**config.mk**
```make
export PLATFORM = sky130hd
export DESIGN_NAME = fps_flat
export DESIGN_NICKNAME = d
export VERILOG_FILES = /design/src/rtl/fp_pkg.sv /design/src/rtl/fps_if.sv /design/src/rtl/fps_tick.sv /design/src/rtl/fps.sv /design/src/flat_wrapper.sv
export SDC_FILE = /design/constraint.sdc
export NUM_CORES = 1
export LEC_CHECK = 0
export CORE_MARGIN = 3
export CORE_UTILIZATION = 54
export CTS_CLUSTER_SIZE = 24
export DETAILED_ROUTE_END_ITERATION = 10
export PLACE_DENSITY_LB_ADDON = 0.08
export SYNTH_ARGS = -nofsm -noshare
export SYNTH_HDL_FRONTEND = slang
export SYNTH_HIERARCHICAL = 1
export SYNTH_SLANG_ARGS = --single-unit
```
**constraint.sdc**
```tcl
create_clock -name __clk -period 4.51 [get_ports __clk]
set_input_delay 1.353 -clock __clk [delete_from_list [all_inputs] [get_ports __clk]]
set_output_delay 1.353 -clock __clk [all_outputs]
set_load 0.02 [all_outputs]
```
**src/rtl/fp_pkg.sv**
```systemverilog
// Shared opcode constants, sequencer state encoding and opcode helpers
// for the FPU phase sequencer.
package fp_pkg;

  localparam logic [2:0] OP_AD = 3'd0;
  localparam logic [2:0] OP_SD = 3'd1;
  localparam logic [2:0] OP_MW = 3'd2;
  localparam logic [2:0] OP_DW = 3'd3;
  localparam logic [2:0] OP_AF = 3'd4;
  localparam logic [2:0] OP_SF = 3'd5;
  localparam logic [2:0] OP_MF = 3'd6;
  localparam logic [2:0] OP_DF = 3'd7;

  typedef enum logic [3:0] {
    FPS_IDLE,
    FPS_F2,
    FPS_F4,
    FPS_F5,
    FPS_F6,
    FPS_F7,
    FPS_F8,
    FPS_F9,
    FPS_F10,
    FPS_F13,
    FPS_DONE
  } fps_state_e;

  // The top opcode bit selects the floating-point half of the table.
  function automatic logic is_float(input logic [7:9] op);
    return op[7];
  endfunction

endpackage

```
**src/rtl/fps_if.sv**
```systemverilog
// Control/status bundle between instruction control, F-PS and F-PM.
// The master side drives requests and F-PM status; F-PS is the slave.
interface fps_if;
  logic        start;
  logic [7:9]  ir;
  logic        nrf;
  logic        fic_z;
  logic        nz;
  logic        f2_, f4_, f5_, f6_, f7_, f8_, f10_;
  logic        f9, f13;
  logic        strob_fp;
  logic        strob2_fp;
  logic        busy;
  logic        done;
  logic        err;

  modport master (
    output start, ir, nrf, fic_z, nz,
    input  f2_, f4_, f5_, f6_, f7_, f8_, f10_, f9, f13,
    input  strob_fp, strob2_fp, busy, done, err
  );

  modport slave (
    input  start, ir, nrf, fic_z, nz,
    output f2_, f4_, f5_, f6_, f7_, f8_, f10_, f9, f13,
    output strob_fp, strob2_fp, busy, done, err
  );
endinterface

```
**src/rtl/fps_tick.sv**
```systemverilog
// Per-phase tick counter: wraps modulo PH_TICKS and produces the two
// phase strobes; held at zero while no phase is running.
module fps_tick #(
  parameter  int PH_TICKS = 4,
  localparam int TW       = $clog2(PH_TICKS)
) (
  input  logic          clk,
  input  logic          rst,
  input  logic          clr,
  output logic [TW-1:0] tick,
  output logic          last_tick,
  output logic          strob_fp,
  output logic          strob2_fp
);

  logic [TW-1:0] r_tick;

  always_ff @(posedge clk) begin
    if (rst || clr)     r_tick <= '0;
    else if (last_tick) r_tick <= '0;
    else                r_tick <= r_tick + TW'(1);
  end

  assign tick      = r_tick;
  assign last_tick = !clr && (r_tick == TW'(PH_TICKS - 1));
  assign strob_fp  = !clr && (r_tick == TW'(1));
  assign strob2_fp = !clr && (r_tick == TW'(2));

endmodule

```
**src/rtl/fps.sv**
```systemverilog
// FPU phase sequencer: walks the per-opcode phase table driving F-PM,
// loops on F8/F13 using F-PM status, with an iteration watchdog.
module fps
  import fp_pkg::*;
#(
  parameter int PH_TICKS = 4,
  parameter int MAX_ITER = 63
) (
  input  logic  __clk,
  input  logic  _0_f,
  fps_if.slave  bus
);

  localparam int TW = $clog2(PH_TICKS);
  localparam int IW = $clog2(MAX_ITER + 1);

  fps_state_e     r_state, w_next;
  logic [7:9]     r_ir;
  logic [IW-1:0]  r_iter;
  logic           r_err;

  logic [TW-1:0]  w_tick;
  logic           w_last, w_strob, w_strob2, w_no_phase;
  logic           w_accept, w_repeat, w_abort;

  assign w_no_phase = (r_state == FPS_IDLE) || (r_state == FPS_DONE);

  fps_tick #(.PH_TICKS(PH_TICKS)) u_tick (
    .clk       (__clk),
    .rst       (_0_f),
    .clr       (w_no_phase),
    .tick      (w_tick),
    .last_tick (w_last),
    .strob_fp  (w_strob),
    .strob2_fp (w_strob2)
  );

  always_ff @(posedge __clk) begin
    if (_0_f) begin
      r_state <= FPS_IDLE;
      r_ir    <= '0;
      r_iter  <= '0;
      r_err   <= 1'b0;
    end else begin
      r_state <= w_next;
      if (w_accept) begin
        r_ir  <= bus.ir;
        r_err <= 1'b0;
      end
      if (w_abort) r_err <= 1'b1;
      // Count only genuine repeats; any phase change or abort restarts it.
      if (w_last) r_iter <= (w_repeat && !w_abort) ? r_iter + IW'(1) : '0;
    end
  end

  always_comb begin
    w_next   = r_state;
    w_accept = 1'b0;
    w_repeat = 1'b0;
    w_abort  = 1'b0;
    case (r_state)
      FPS_IDLE: if (bus.start) begin
        w_accept = 1'b1;
        w_next   = bus.nrf ? FPS_F13 : FPS_F2;
      end
      FPS_DONE: w_next = FPS_IDLE;
      default: if (w_last) begin
        case (r_state)
          FPS_F2:  w_next = (r_ir == OP_AD || r_ir == OP_SD) ? FPS_F7 : FPS_F4;
          FPS_F4:  w_next = (r_ir == OP_AF || r_ir == OP_SF) ? FPS_F5 : FPS_F8;
          FPS_F5:  w_next = FPS_F8;
          FPS_F8: begin
            if (!bus.fic_z)                        w_repeat = 1'b1;
            else if (r_ir == OP_AF || r_ir == OP_SF) w_next = FPS_F6;
            else if (r_ir == OP_DF)                w_next   = FPS_F9;
            else                                   w_next   = FPS_F10;
          end
          FPS_F9:  w_next = FPS_F10;
          FPS_F10: w_next = (r_ir == OP_MW || r_ir == OP_DW) ? FPS_F7 : FPS_F6;
          FPS_F6:  w_next = FPS_F7;
          FPS_F7:  w_next = (is_float(r_ir) && bus.nz) ? FPS_F13 : FPS_DONE;
          FPS_F13: begin
            if (bus.nz) w_repeat = 1'b1;
            else        w_next   = FPS_DONE;
          end
          default: w_next = FPS_IDLE;
        endcase
        if (w_repeat && r_iter == IW'(MAX_ITER)) begin
          w_abort = 1'b1;
          w_next  = FPS_IDLE;
        end
      end
    endcase
  end

  assign bus.f2_       = (r_state != FPS_F2);
  assign bus.f4_       = (r_state != FPS_F4);
  assign bus.f5_       = (r_state != FPS_F5);
  assign bus.f6_       = (r_state != FPS_F6);
  assign bus.f7_       = (r_state != FPS_F7);
  assign bus.f8_       = (r_state != FPS_F8);
  assign bus.f10_      = (r_state != FPS_F10);
  assign bus.f9        = (r_state == FPS_F9);
  assign bus.f13       = (r_state == FPS_F13);
  assign bus.strob_fp  = w_strob;
  assign bus.strob2_fp = w_strob2;
  assign bus.busy      = (r_state != FPS_IDLE);
  assign bus.done      = (r_state == FPS_DONE);
  assign bus.err       = r_err;

  a_idle_tick_zero: assert property (@(posedge __clk) disable iff (_0_f)
    (r_state == FPS_IDLE) |-> (w_tick == '0));

endmodule

```
**src/flat_wrapper.sv**
```systemverilog
// flat-port wrapper written by rule: the top's interface ports become plain ports
module fps_flat import fp_pkg::*;
#(
  parameter int PH_TICKS = 4,
  parameter int MAX_ITER = 63
)
  (__clk, _0_f, bus_start, bus_ir, bus_nrf, bus_fic_z, bus_nz, bus_f2_, bus_f4_, bus_f5_, bus_f6_, bus_f7_, bus_f8_, bus_f10_, bus_f9, bus_f13, bus_strob_fp, bus_strob2_fp, bus_busy, bus_done, bus_err);
  fps_if bus_i ();
  input  logic __clk;
  input  logic _0_f;
  input wire logic [$bits(bus_i.start)-1:0] bus_start;
  input wire logic [$bits(bus_i.ir)-1:0] bus_ir;
  input wire logic [$bits(bus_i.nrf)-1:0] bus_nrf;
  input wire logic [$bits(bus_i.fic_z)-1:0] bus_fic_z;
  input wire logic [$bits(bus_i.nz)-1:0] bus_nz;
  output wire logic [$bits(bus_i.f2_)-1:0] bus_f2_;
  output wire logic [$bits(bus_i.f4_)-1:0] bus_f4_;
  output wire logic [$bits(bus_i.f5_)-1:0] bus_f5_;
  output wire logic [$bits(bus_i.f6_)-1:0] bus_f6_;
  output wire logic [$bits(bus_i.f7_)-1:0] bus_f7_;
  output wire logic [$bits(bus_i.f8_)-1:0] bus_f8_;
  output wire logic [$bits(bus_i.f10_)-1:0] bus_f10_;
  output wire logic [$bits(bus_i.f9)-1:0] bus_f9;
  output wire logic [$bits(bus_i.f13)-1:0] bus_f13;
  output wire logic [$bits(bus_i.strob_fp)-1:0] bus_strob_fp;
  output wire logic [$bits(bus_i.strob2_fp)-1:0] bus_strob2_fp;
  output wire logic [$bits(bus_i.busy)-1:0] bus_busy;
  output wire logic [$bits(bus_i.done)-1:0] bus_done;
  output wire logic [$bits(bus_i.err)-1:0] bus_err;
  assign bus_i.start = bus_start;
  assign bus_i.ir = bus_ir;
  assign bus_i.nrf = bus_nrf;
  assign bus_i.fic_z = bus_fic_z;
  assign bus_i.nz = bus_nz;
  assign bus_f2_ = bus_i.f2_;
  assign bus_f4_ = bus_i.f4_;
  assign bus_f5_ = bus_i.f5_;
  assign bus_f6_ = bus_i.f6_;
  assign bus_f7_ = bus_i.f7_;
  assign bus_f8_ = bus_i.f8_;
  assign bus_f10_ = bus_i.f10_;
  assign bus_f9 = bus_i.f9;
  assign bus_f13 = bus_i.f13;
  assign bus_strob_fp = bus_i.strob_fp;
  assign bus_strob2_fp = bus_i.strob2_fp;
  assign bus_busy = bus_i.busy;
  assign bus_done = bus_i.done;
  assign bus_err = bus_i.err;
  fps #(.PH_TICKS(PH_TICKS), .MAX_ITER(MAX_ITER)) u_core (.__clk(__clk), ._0_f(_0_f), .bus(bus_i));
endmodule
```
==> key figures <==
Pwr
  • Peak supply drop: 0.3333 mV
  • Power density over cell area: 457.4 nW/um^2
  • Leakage power of the design: 0.5231 nW

Global route
  • Global-route wire length before repair: 4360 um
  • Number of antenna violations at the first check in global routing: 0
  • Aggregate global routing overflow: 0
  • Combined global-route utilization of all metal layers: 21.61%
  • Pin count of the biggest net entering global routing: 19
  • Via count of the first global-routing pass: 984

Worst setup path
  • Cells on worst reg2reg path: 6
  • Worst setup path category: reg2out
  • Arrival @ worst endpoint: 2.16 ns
  • Critical Path Start Type: flip-flop
  • Worst setup slack for register-to-register paths: 2.21 ns
  • Max stage delay on crit path: 0.65 ns
  • Sequence of cells on the critical path: nor2b_1 -> nor3b_1 -> clkdlybuf4s50_1
  • Worst reg2reg startpoint: u_core/r_state[1]
  • Type of element capturing the critical path: primary output
  • Crit path required time: 3.16 ns
  • Highest net fanout along the worst path: 16
  • Worst reg2reg path endpoint: u_core/r_state[0]
  • Max stage delay cell, worst path: sky130_fd_sc_hd__dfxtp_1

Cells and area
  • Core occupancy in the finished layout: 74.76%
  • Antenna diode count: 0
  • Proportion of layout cells with a drive suffix above 1: 7.643%
  • Fillers: 163
  • Final design area excluding fillers: 1375 sq um
  • Post-layout net count: 171
  • Layout overhead on the synthesized area: 21.98%

Clock tree
  • Number of sinks on the clock net: 16
  • Count of hold-fix buffers inserted at cts: 0
  • Clock latency reported for the late side of the worst-skew pair: 0.29 ns
  • CTS Buffer Depth: 2
  • Number of buffers added by the clock tree synthesis step: 3
  • Number of resized instances in the post-cts repair step: 0
  • Setup bufs post-CTS: 0
  • Clock slew at the register clock pins of the worst setup and hold paths: 0.10 ns
  • CTS tree: done
  • Level count of the clock H-tree: 1
  • Clock Tree Root: sky130_fd_sc_hd__clkbuf_4

Floorplan
  • Effective utilization at floorplan: 61.29%
  • Number of cell rows: 15
  • Area of the die: 2672 sq um
  • Area of the core: 1839 sq um
  • Top-level port count: 23
  • Die H: 51.69 um
  • Die Wd: 51.69 um

Yosys
  • Post-synthesis instance total: 139
  • Net count after synthesis: 152
  • #FFs+latches synth: 16
  • Sequential share of the synthesized area: 28.41%
  • Average cell area after synthesis: 8.110 sq um
  • Top post-synthesis cells by area: sky130_fd_sc_hd__dfxtp_1 (28%), sky130_fd_sc_hd__nand2_1 (5.0%), sky130_fd_sc_hd__ha_1 (4.4%)
  • Fraction of post-synthesis cell area in the top cell type by area: 28.41%
  • Most common flop cell mapped by yosys: sky130_fd_sc_hd__dfxtp_1
  • Async set or reset register ratio after synthesis: 0%
  • Warnings from Yosys: 6
  • Most repeated cell in the gate-level netlist after synthesis: sky130_fd_sc_hd__dfxtp_1
  • Top cell type by total area after synthesis: sky130_fd_sc_hd__dfxtp_1
  • Synthesized cell area: 1127 sq um
  • Cell types with the highest counts after synthesis: sky130_fd_sc_hd__dfxtp_1 (16), sky130_fd_sc_hd__nand2_1 (15), sky130_fd_sc_hd__nor2_1 (13)
  • Number of distinct library cells after synthesis: 51
  • EDFF count, synth: 0

Routing
  • Detail Route Antenna Nets: 0
  • First-pass iteration count of the detailed router: 4
  • Number of DRC markers in iteration 0: 32
  • Overall via count from detail_route: 1064
  • Detailed Route WL: 2566 um
  • Via density per instance: 5.846
  • Routed WL per cell: 14.10 um
  • DRC errors left: 0

STA
  • Final count of hold timing violations: 0
  • Clock tree skew after final layout: 0.005791 ns
  • Final sum of negative setup slack: 0 ns
  • Worst hold slack across all endpoints: 0.4838 ns
  • Max Transition Viols Final: 0
  • Time the worst path needs with I/O delays and setup: 3.516 ns
  • Headroom to the max-slew limit: 59.18%
  • Number of setup violations in the final report: 0
  • Fmax: 0.2845 GHz
  • Part of the cycle the worst path needs: 77.95%
  • Least-Margin Pin Slew: 0.6115 ns
  • RSZ-0062 raised after global routing: false

Place
  • Total cell area at the placement stage: 1339 sq um
  • HPWL after detailed placement: 1928 um
  • Count of port buffers added during placement: 22
  • GPL Wtd Cong: 0.8003

Status
  • Outcome: completed

Min path
  • Class of the tightest hold or removal check: reg2reg
  • Hold Path Sink: u_core/r_ir[9]
  • Hold path startpoint: u_core/r_ir[9]
  • Worst hold stages: 2

Run
  • Max-cap check violation count: 0
==> worst max-delay path: cells and delay by family (launching register included) <==
kind,cells,cell delay (ns)
buffers and inverters,1,0.65
flip-flops,1,0.65
AND/OR/NAND/NOR,2,0.57
==> report_power, final <==
part           total, mW  switching [mW]  internal [mW]  leakage (nW)
clock network     0.0964          0.0471         0.0492        0.0210
registers          0.214          0.0532          0.161         0.130
logic              0.318           0.169          0.149         0.372
==> routing by layer <==
layer	GRT usage (%)	routed length, um
met5	0	0
met4	9.170	46
met3	3.438	96
met2	37.71	1285
met1	26.01	1138
==> per-stage QoR <==
step | setup slack, ns | instances | total power [mW]
after floorplan | 1.916 | 139 | 0.4451
after global placement | 1.382 | 178 | 0.5245
after detailed placement | 1.299 | 178 | 0.5299
after CTS | 0.9663 | 182 | 0.6307
after global routing | 0.8193 | 182 | 0.6772
final | 0.9945 | 182 | 0.6290
==> logic make-up (layout without fill, tap and decap cells) <==
logic type | count (synthesis) | after routing | share of synthesized area (%)
multiplexers | 1 | 1 | 0.8879
flip-flops | 16 | 16 | 28.41
buffers and inverters | 13 | 31 | 5.215
adder cells (fa/ha/maj) | 4 | 4 | 4.440
AO/OA/AOI/OAI | 33 | 33 | 22.42
AND/OR/NAND/NOR | 66 | 66 | 33.96
XOR/XNOR | 6 | 6 | 4.661
==> worst max-delay path by stage <==
stage | endpoint | from
6_report | bus_done | u_core/r_state[1]
3_3_place_gp | bus_done | u_core/r_state[1]
2_1_floorplan | bus_done | u_core/r_state[1]
4_1_cts | bus_done | u_core/r_state[1]
3_5_place_dp | bus_done | u_core/r_state[1]
5_1_grt | bus_done | u_core/r_state[1]
==> flip-flops by register name, summed over array words and instances (netlist names) <==
signal              flops
u_core/bus.err          1
u_core/r_ir             3
u_core/r_state          4
u_core/r_iter           6
u_core/u_tick/tick      2
==> final cells by class <==
class	instances	area, sq um	area share, %
Clock buffer	4	36.28	2.639
Inverter	5	18.77	1.365
Tap cell	25	31.28	2.275
Timing Repair Buffer	22	220.2	16.01
Sequential cell	16	320.3	23.29
Multi-Input combinational cell	110	748.2	54.41
==> layout by cell type (no fill, tap or decap), types with 2 or more instances in the layout <==
master                            Yosys  final
sky130_fd_sc_hd__nor2b_1              6      6
sky130_fd_sc_hd__a21o_1               2      2
sky130_fd_sc_hd__nand2_1             15     15
sky130_fd_sc_hd__nand3_1              6      6
sky130_fd_sc_hd__xnor2_1              2      2
sky130_fd_sc_hd__a211oi_1             2      2
sky130_fd_sc_hd__a32oi_1              2      2
sky130_fd_sc_hd__nand3b_1             2      2
sky130_fd_sc_hd__nand4_1              3      3
sky130_fd_sc_hd__clkbuf_4             0      3
sky130_fd_sc_hd__dfxtp_1             16     16
sky130_fd_sc_hd__o21ai_0              5      5
sky130_fd_sc_hd__a21oi_1              8      8
sky130_fd_sc_hd__ha_1                 4      4
sky130_fd_sc_hd__inv_1                4      4
sky130_fd_sc_hd__nor4_1               2      2
sky130_fd_sc_hd__nor2_1              13     13
sky130_fd_sc_hd__o21ai_1              2      2
sky130_fd_sc_hd__xor2_1               4      4
sky130_fd_sc_hd__nor4b_1              2      2
sky130_fd_sc_hd__nand2b_1             2      2
sky130_fd_sc_hd__and3_1               3      3
sky130_fd_sc_hd__clkdlybuf4s50_1      0     22
Note: power is estimated with default switching activity, not from simulation.
==> edit 1, RTL diff (same settings) <==
`PH_TICKS` is set to 4 in 3 places; all go to 16.
--- a/src/rtl/fps_tick.sv
+++ b/src/rtl/fps_tick.sv
@@ -1,7 +1,7 @@
 // Per-phase tick counter: wraps modulo PH_TICKS and produces the two
 // phase strobes; held at zero while no phase is running.
 module fps_tick #(
-  parameter  int PH_TICKS = 4,
+  parameter  int PH_TICKS = 16,
   localparam int TW       = $clog2(PH_TICKS)
 ) (
   input  logic          clk,
--- a/src/rtl/fps.sv
+++ b/src/rtl/fps.sv
@@ -3,7 +3,7 @@
 module fps
   import fp_pkg::*;
 #(
-  parameter int PH_TICKS = 4,
+  parameter int PH_TICKS = 16,
   parameter int MAX_ITER = 63
 ) (
   input  logic  __clk,
--- a/src/flat_wrapper.sv
+++ b/src/flat_wrapper.sv
@@ -1,7 +1,7 @@
 // flat-port wrapper written by rule: the top's interface ports become plain ports
 module fps_flat import fp_pkg::*;
 #(
-  parameter int PH_TICKS = 4,
+  parameter int PH_TICKS = 16,
   parameter int MAX_ITER = 63
 )
   (__clk, _0_f, bus_start, bus_ir, bus_nrf, bus_fic_z, bus_nz, bus_f2_, bus_f4_, bus_f5_, bus_f6_, bus_f7_, bus_f8_, bus_f10_, bus_f9, bus_f13, bus_strob_fp, bus_strob2_fp, bus_busy, bus_done, bus_err);
Formal check against the unedited RTL: not equivalent (a bounded check fails within 10 cycles, from zero or initial values).
==> edit 1 against the original RTL <==
Final area up 6.9%. Wire length decreased by 1.4%. Area after synthesis is 8.2% higher. Sequential cell count grew 2. Largest power group unchanged. Sequential share of layout area rose by 1.2 points. Clock skew up 0.0018 ns. Synthesized cell count increased by 7.9%. Setup slack got worse by 0.11 ns. Power increased by 2.3%. Count of clock-buffer cells in the layout unchanged.
==> edit 1: results (changes against the original RTL) <==
| Group | Parameter | Value | vs unedited |
|---|---|---|---|
| grt | Global-route usage over all layers | 20.1% | -1.6 points |
| drt | Post-detailed-route wirelength per cell | 13.0 um | -8.0% |
| final layout | Number of flip-flops under the largest register name | 6 | unchanged |
| final layout | Diodes inserted | 0 | unchanged |
| timing | Slew margin rel. | 51.6% | -7.6 points |
| clocking | Clock latency of the later-clocked register in the worst-skew pair | 0.30 ns |  |
| worst setup path | Worst-path fanout max | 16 | unchanged |
| clocking | CTS resizes | 0 | unchanged |
| worst hold path | Hold Path Class | reg -> reg |  |
| yosys | Async set or reset register ratio after synthesis | 0% | unchanged |
| place | Placed instance area | 1430 sq um | +7.1% |
| yosys | Top cells by instance count after synthesis | sky130_fd_sc_hd__dfxtp_1, sky130_fd_sc_hd__nor2_1, sky130_fd_sc_hd__nand2_1 |  |
| grt | Largest net degree at the start of global routing | 19 | unchanged |
| yosys | Most common flop cell mapped by yosys | sky130_fd_sc_hd__dfxtp_1 |  |
| timing | Final TNS setup | 0 ns | unchanged |
| yosys | Leading post-synthesis cells by cell area | sky130_fd_sc_hd__dfxtp_1, sky130_fd_sc_hd__nor2_1, sky130_fd_sc_hd__nand2_1 |  |
| place | Number of buffers added on ports | 22 | unchanged |
| yosys | Post-synthesis average cell area | 8.13 sq um | +0.28% |
| clocking | H-tree levels | 1 | unchanged |
| final layout | Fraction of final layout cells with drive strength greater than 1 | 8.93% | +1.3 points |
| pwr | Leakage power total | 0.552 nW | +5.5% |
| timing | Final Max Slew Viols | 0 | unchanged |
| final layout | Register with the most flip-flops | u_core/r_iter |  |
| timing | Worst clock skew on the final layout | 0.00755 ns | +0.00176 ns |
| final layout | Number of nets in the finished design | 182 | +6.4% |
| clocking | Clock Tree Buf Depth | 2 | unchanged |
| clocking | Buffer cell driving the clock tree root | sky130_fd_sc_hd__clkbuf_4 |  |
| yosys | Distinct cell type count of the synthesized netlist | 52 | +2.0% |
| drt | Initial DRT Pass Iterations | 4 | unchanged |
| grt | Wire length of the first global-routing pass | 4240 um | -2.7% |
| run status | Run status | finished, final reports clean |  |
| clocking | Clock transition at path regs | 0.10 ns | about the same |
| grt | Number of global-route vias before repair | 994 | +1.0% |
| yosys | Sequential cell area fraction in the yosys report | 29.5% | +1.1 points |
| drt | Starting DRC count in detailed routing | 19 | -41% |
| yosys | Net count after synthesis | 163 | +7.2% |
| drt | Detailed-route via count | 1138 | +7.0% |
| pwr | Worst-case vdd ir drop | 0.325 mV | -2.4% |
| yosys | Number of synthesis warnings | 6 | unchanged |
| clocking | TritonCTS buffer count | 3 | unchanged |
| place | Final weighted congestion in routability-driven placement | 0.831 | +3.8% |
| grt | Antenna violations before repair | 0 | unchanged |
| clocking | Setup bufs post-CTS | 0 | unchanged |
| worst setup path | Arrival time of the worst setup path | 2.28 ns | +0.12 ns |
| place | Placed wire-length estimate after detailed placement | 1950 um | +1.0% |
edit 1: changes by cell type after synthesis, moves of 2 or more:
cell and change:
sky130_fd_sc_hd__nor2_1 +4, sky130_fd_sc_hd__and2_1 +2, sky130_fd_sc_hd__dfxtp_1 +2, sky130_fd_sc_hd__nor2b_1 -2, sky130_fd_sc_hd__nor4_1 -2
edit 1: worst paths after layout:
kind / slack [ns] / startpoint / to / cells past startpoint
worst min register to register: 0.49 / u_core/r_ir[9]$_SDFFE_PP0P_ / u_core/r_ir[9]$_SDFFE_PP0P_ / 2
worst max-delay path: 0.88 / u_core/r_state[1]$_SDFFE_PP0P_ / bus_strob_fp / 5
worst max register to register: 2.17 / u_core/r_state[1]$_SDFFE_PP0P_ / u_core/r_iter[5]$_SDFFE_PP0P_ / 7
worst min-delay path: 0.49 / u_core/r_ir[9]$_SDFFE_PP0P_ / u_core/r_ir[9]$_SDFFE_PP0P_ / 2
edit 1: per-stage QoR:
stage | cells | worst slack (ns) | hold WS, ns
2_1_floorplan | 150 | 1.87 | 0.444
3_3_place_gp | 191 | 1.30 | 0.465
3_5_place_dp | 191 | 1.25 | 0.474
4_1_cts | 195 | 0.905 | 0.489
5_1_grt | 195 | 0.739 | 0.529
6_report | 195 | 0.881 | 0.492
edit 1: worst max-delay path, stage by stage (launching register included):
cell and delay, ns:
sky130_fd_sc_hd__dfxtp_1 0.66, sky130_fd_sc_hd__xor2_1 0.15, sky130_fd_sc_hd__nor3_2 0.36, sky130_fd_sc_hd__nor3_1 0.10
sky130_fd_sc_hd__and2_1 0.17, sky130_fd_sc_hd__clkdlybuf4s50_1 0.54
edit 1: area by class of cell:
| cell class | instances | area, sq um |
|---|---|---|
| clock buffers | 4 | 36.3 |
| repair buffers | 22 | 220 |
| fillers | 184 | 572 |
| multi-input cells | 119 | 801 |
| well taps | 27 | 33.8 |
| flip-flops and latches | 18 | 360 |
| inverters | 5 | 18.8 |
edit 1: cell families (layout without fill, tap and decap cells):
family                   Yosys count  after routing  synth area share, %
XOR/XNOR                           8              8                 5.74
AO/OA/AOI/OAI                     33             33                 20.7
AND/OR/NAND/NOR                   73             73                 34.3
flip-flops                        18             18                 29.5
buffers and inverters             13             31                 4.82
multiplexers                       1              1                0.821
adder cells (fa/ha/maj)            4              4                 4.10
edit 1: power by group:
part	internal, mW	total, mW	switching, mW
registers	0.178	0.231	0.0530
logic	0.146	0.314	0.168
clock network	0.0492	0.0982	0.0489
edit 1: routing by layer:
layer	GRT usage (%)	vias up	part of all wire (%)	wire, um
met5	0	-	0	0
li1	-	575	-	-
met3	3.60	8	4.7	118
met4	10.2	0	2.7	68
met2	32.9	38	48	1220
met1	25.1	517	44	1120
==> edit 2, RTL diff (same settings) <==
Made on the original files. The 11 states of `fps_state_e` get a Gray code encoding in 4 bits.
--- a/src/rtl/fp_pkg.sv
+++ b/src/rtl/fp_pkg.sv
@@ -12,17 +12,17 @@
   localparam logic [2:0] OP_DF = 3'd7;
 
   typedef enum logic [3:0] {
-    FPS_IDLE,
-    FPS_F2,
-    FPS_F4,
-    FPS_F5,
-    FPS_F6,
-    FPS_F7,
-    FPS_F8,
-    FPS_F9,
-    FPS_F10,
-    FPS_F13,
-    FPS_DONE
+    FPS_IDLE = 4'b0000,
+    FPS_F2   = 4'b0001,
+    FPS_F4   = 4'b0011,
+    FPS_F5   = 4'b0010,
+    FPS_F6   = 4'b0110,
+    FPS_F7   = 4'b0111,
+    FPS_F8   = 4'b0101,
+    FPS_F9   = 4'b0100,
+    FPS_F10  = 4'b1100,
+    FPS_F13  = 4'b1101,
+    FPS_DONE = 4'b1111
   } fps_state_e;
 
   // The top opcode bit selects the floating-point half of the table.
Function: no difference found for any inputs over 10 cycles, from zero or initial values; not proved beyond that.
==> edit 2 against the original RTL <==
Final area is 3.6% lower. Power fell by 1.3%. Global-route usage fell by 1.3 points. Area after synthesis shrank 3.9%. Sequential power increased by 4%. Synthesized cell count down 7.2%. Wire length shrank 7.4%. Cell count down 4.4%. Sequential share of layout area is 0.88 points higher. Sequential cell count did not move. Setup slack got worse by 0.080 ns. Hold slack got worse by 0.013 ns. Highest routed layer unchanged.
==> edit 2: results (changes against the original RTL) <==
| Group | Parameter | Value | vs unedited |
|---|---|---|---|
| final layout | Number of nets in the finished design | 163 | -4.7% |
| final layout | Diodes inserted | 0 | unchanged |
| clocking | Clock Tree Buf Depth | 2 | unchanged |
| grt | Largest net degree at the start of global routing | 16 | -3 |
| yosys | Mux cell area share after synthesis | 0.924% | +0.036 points |
| place | Final weighted congestion in routability-driven placement | 0.847 | +5.9% |
| place | Worst slack at placement | 1.25 ns | -0.0493 ns |
| final layout | Fillers | 154 | -5.5% |
| pwr | Combinational share of power | 48.9% | -1.7 points |
| yosys | Sequential cell area fraction in the yosys report | 29.6% | +1.1 points |
| drt | Met1 wire length | 1060 um | -6.8% |
| timing | Worst clock skew on the final layout | 0.00433 ns | -0.00146 ns |
| yosys | Distinct cell type count of the synthesized netlist | 47 | -7.8% |
| final layout | Fraction of final layout cells with drive strength greater than 1 | 11.4% | +3.8 points |
| yosys | Area fraction in compound gates after synthesis | 21.7% | -0.71 points |
| drt | Detailed-route via count | 1015 | -4.6% |
| grt | Global-route usage over all layers | 20.3% | -1.3 points |
| run status | Run status | finished, final reports clean |  |
| worst setup path | Setup slack of the most critical reg-to-reg path | 1.88 ns | -0.33 ns |
| pwr | Share of total power consumed by net switching | 43.7% | +0.82 points |
| grt | Number of global-route vias before repair | 933 | -5.2% |
| yosys | Share of the synthesized netlist area taken by xor and xnor gates | 4.85% | +0.19 points |
| yosys | Adder-cell share of the synthesized area | 4.62% | +0.18 points |
| worst setup path | Arrival time of the worst setup path | 2.24 ns | +0.08 ns |
| worst setup path | Maximum cell stage delay along the critical path | 0.77 ns | +0.12 ns |
| yosys | Net count after synthesis | 142 | -6.6% |
| worst setup path | Worst-path fanout max | 15 | -1 |
| timing | Slew margin rel. | 54.8% | -4.4 points |
| place | Placed wire-length estimate after detailed placement | 1780 um | -7.5% |
| grt | Wire length of the first global-routing pass | 4020 um | -7.9% |
| timing | Final worst slack | 0.915 ns | -0.0799 ns |
| drt | Routed wl met3 | 182 um | +90% |
| drt | Wire length reported by the detailed router | 2380 um | -7.4% |
| drt | Met2 wire length | 1110 um | -14% |
| pwr | Leakage power total | 0.470 nW | -10% |
| worst hold path | Hold Path Class | reg -> reg |  |
| yosys | Leading post-synthesis cells by cell area | sky130_fd_sc_hd__dfxtp_1, sky130_fd_sc_hd__ha_1, sky130_fd_sc_hd__nand2_1 |  |
| yosys | Top cells by instance count after synthesis | sky130_fd_sc_hd__dfxtp_1, sky130_fd_sc_hd__nand2_1, sky130_fd_sc_hd__nor2_1 |  |
| pwr | Clock net power | 95.4 uW | -1% |
| pwr | Worst-case vdd ir drop | 0.342 mV | +2.6% |
## edit 2: area by class of cell
type / count / share of cell area, %
sequential: 16 / 24.2
timing repair buffer: 22 / 16.6
multi-input combinational: 98 / 51.6
clock buffer: 4 / 2.74
tap: 25 / 2.36
inverter: 9 / 2.55
## edit 2: path summary, 6_finish.rpt
check,depth (start not counted),to,from
worst max register to register,8,u_core/r_state[0]$_SDFFE_PP0P_,u_core/r_state[1]$_SDFFE_PP0P_
worst min register to register,2,u_core/r_ir[9]$_SDFFE_PP0P_,u_core/r_ir[9]$_SDFFE_PP0P_
worst max-delay path,5,bus_strob2_fp,u_core/r_state[1]$_SDFFE_PP0P_
worst min-delay path,2,u_core/r_ir[9]$_SDFFE_PP0P_,u_core/r_ir[9]$_SDFFE_PP0P_
## edit 2: layer usage
metal  GRT usage [%]  vias up
met2            33.7       42
met1            24.1      463
met5               0        -
met4            8.07        0
li1                -      506
met3            6.23        4
## edit 2: cells by family (layout without fill, tap and decap cells)
family	count (synthesis)	count (layout)
xor+xnor	6	6
buf+inv	15	35
compound gates	29	29
flops	16	16
fa+ha+maj	4	4
mux	1	1
simple gates	58	58
## edit 2: worst max-delay path: cells and delay by family (launching register included)
kind                   cells  cell delay, ns
buffers and inverters      2            0.77
flip-flops                 1            0.77
AND/OR/NAND/NOR            3            0.41
## edit 2: per-stage QoR
| step | area [sq um] | hold slack, ns | power (mW) | cells |
|---|---|---|---|---|
| 3_5_place_dp | 1290 | 0.455 | 0.526 | 170 |
| 3_3_place_gp | 1290 | 0.455 | 0.513 | 170 |
| 6_report | 1330 | 0.471 | 0.621 | 174 |
| 4_1_cts | 1330 | 0.471 | 0.621 | 174 |
| 5_1_grt | 1330 | 0.495 | 0.664 | 174 |
| 2_1_floorplan | 1080 | 0.436 | 0.449 | 129 |
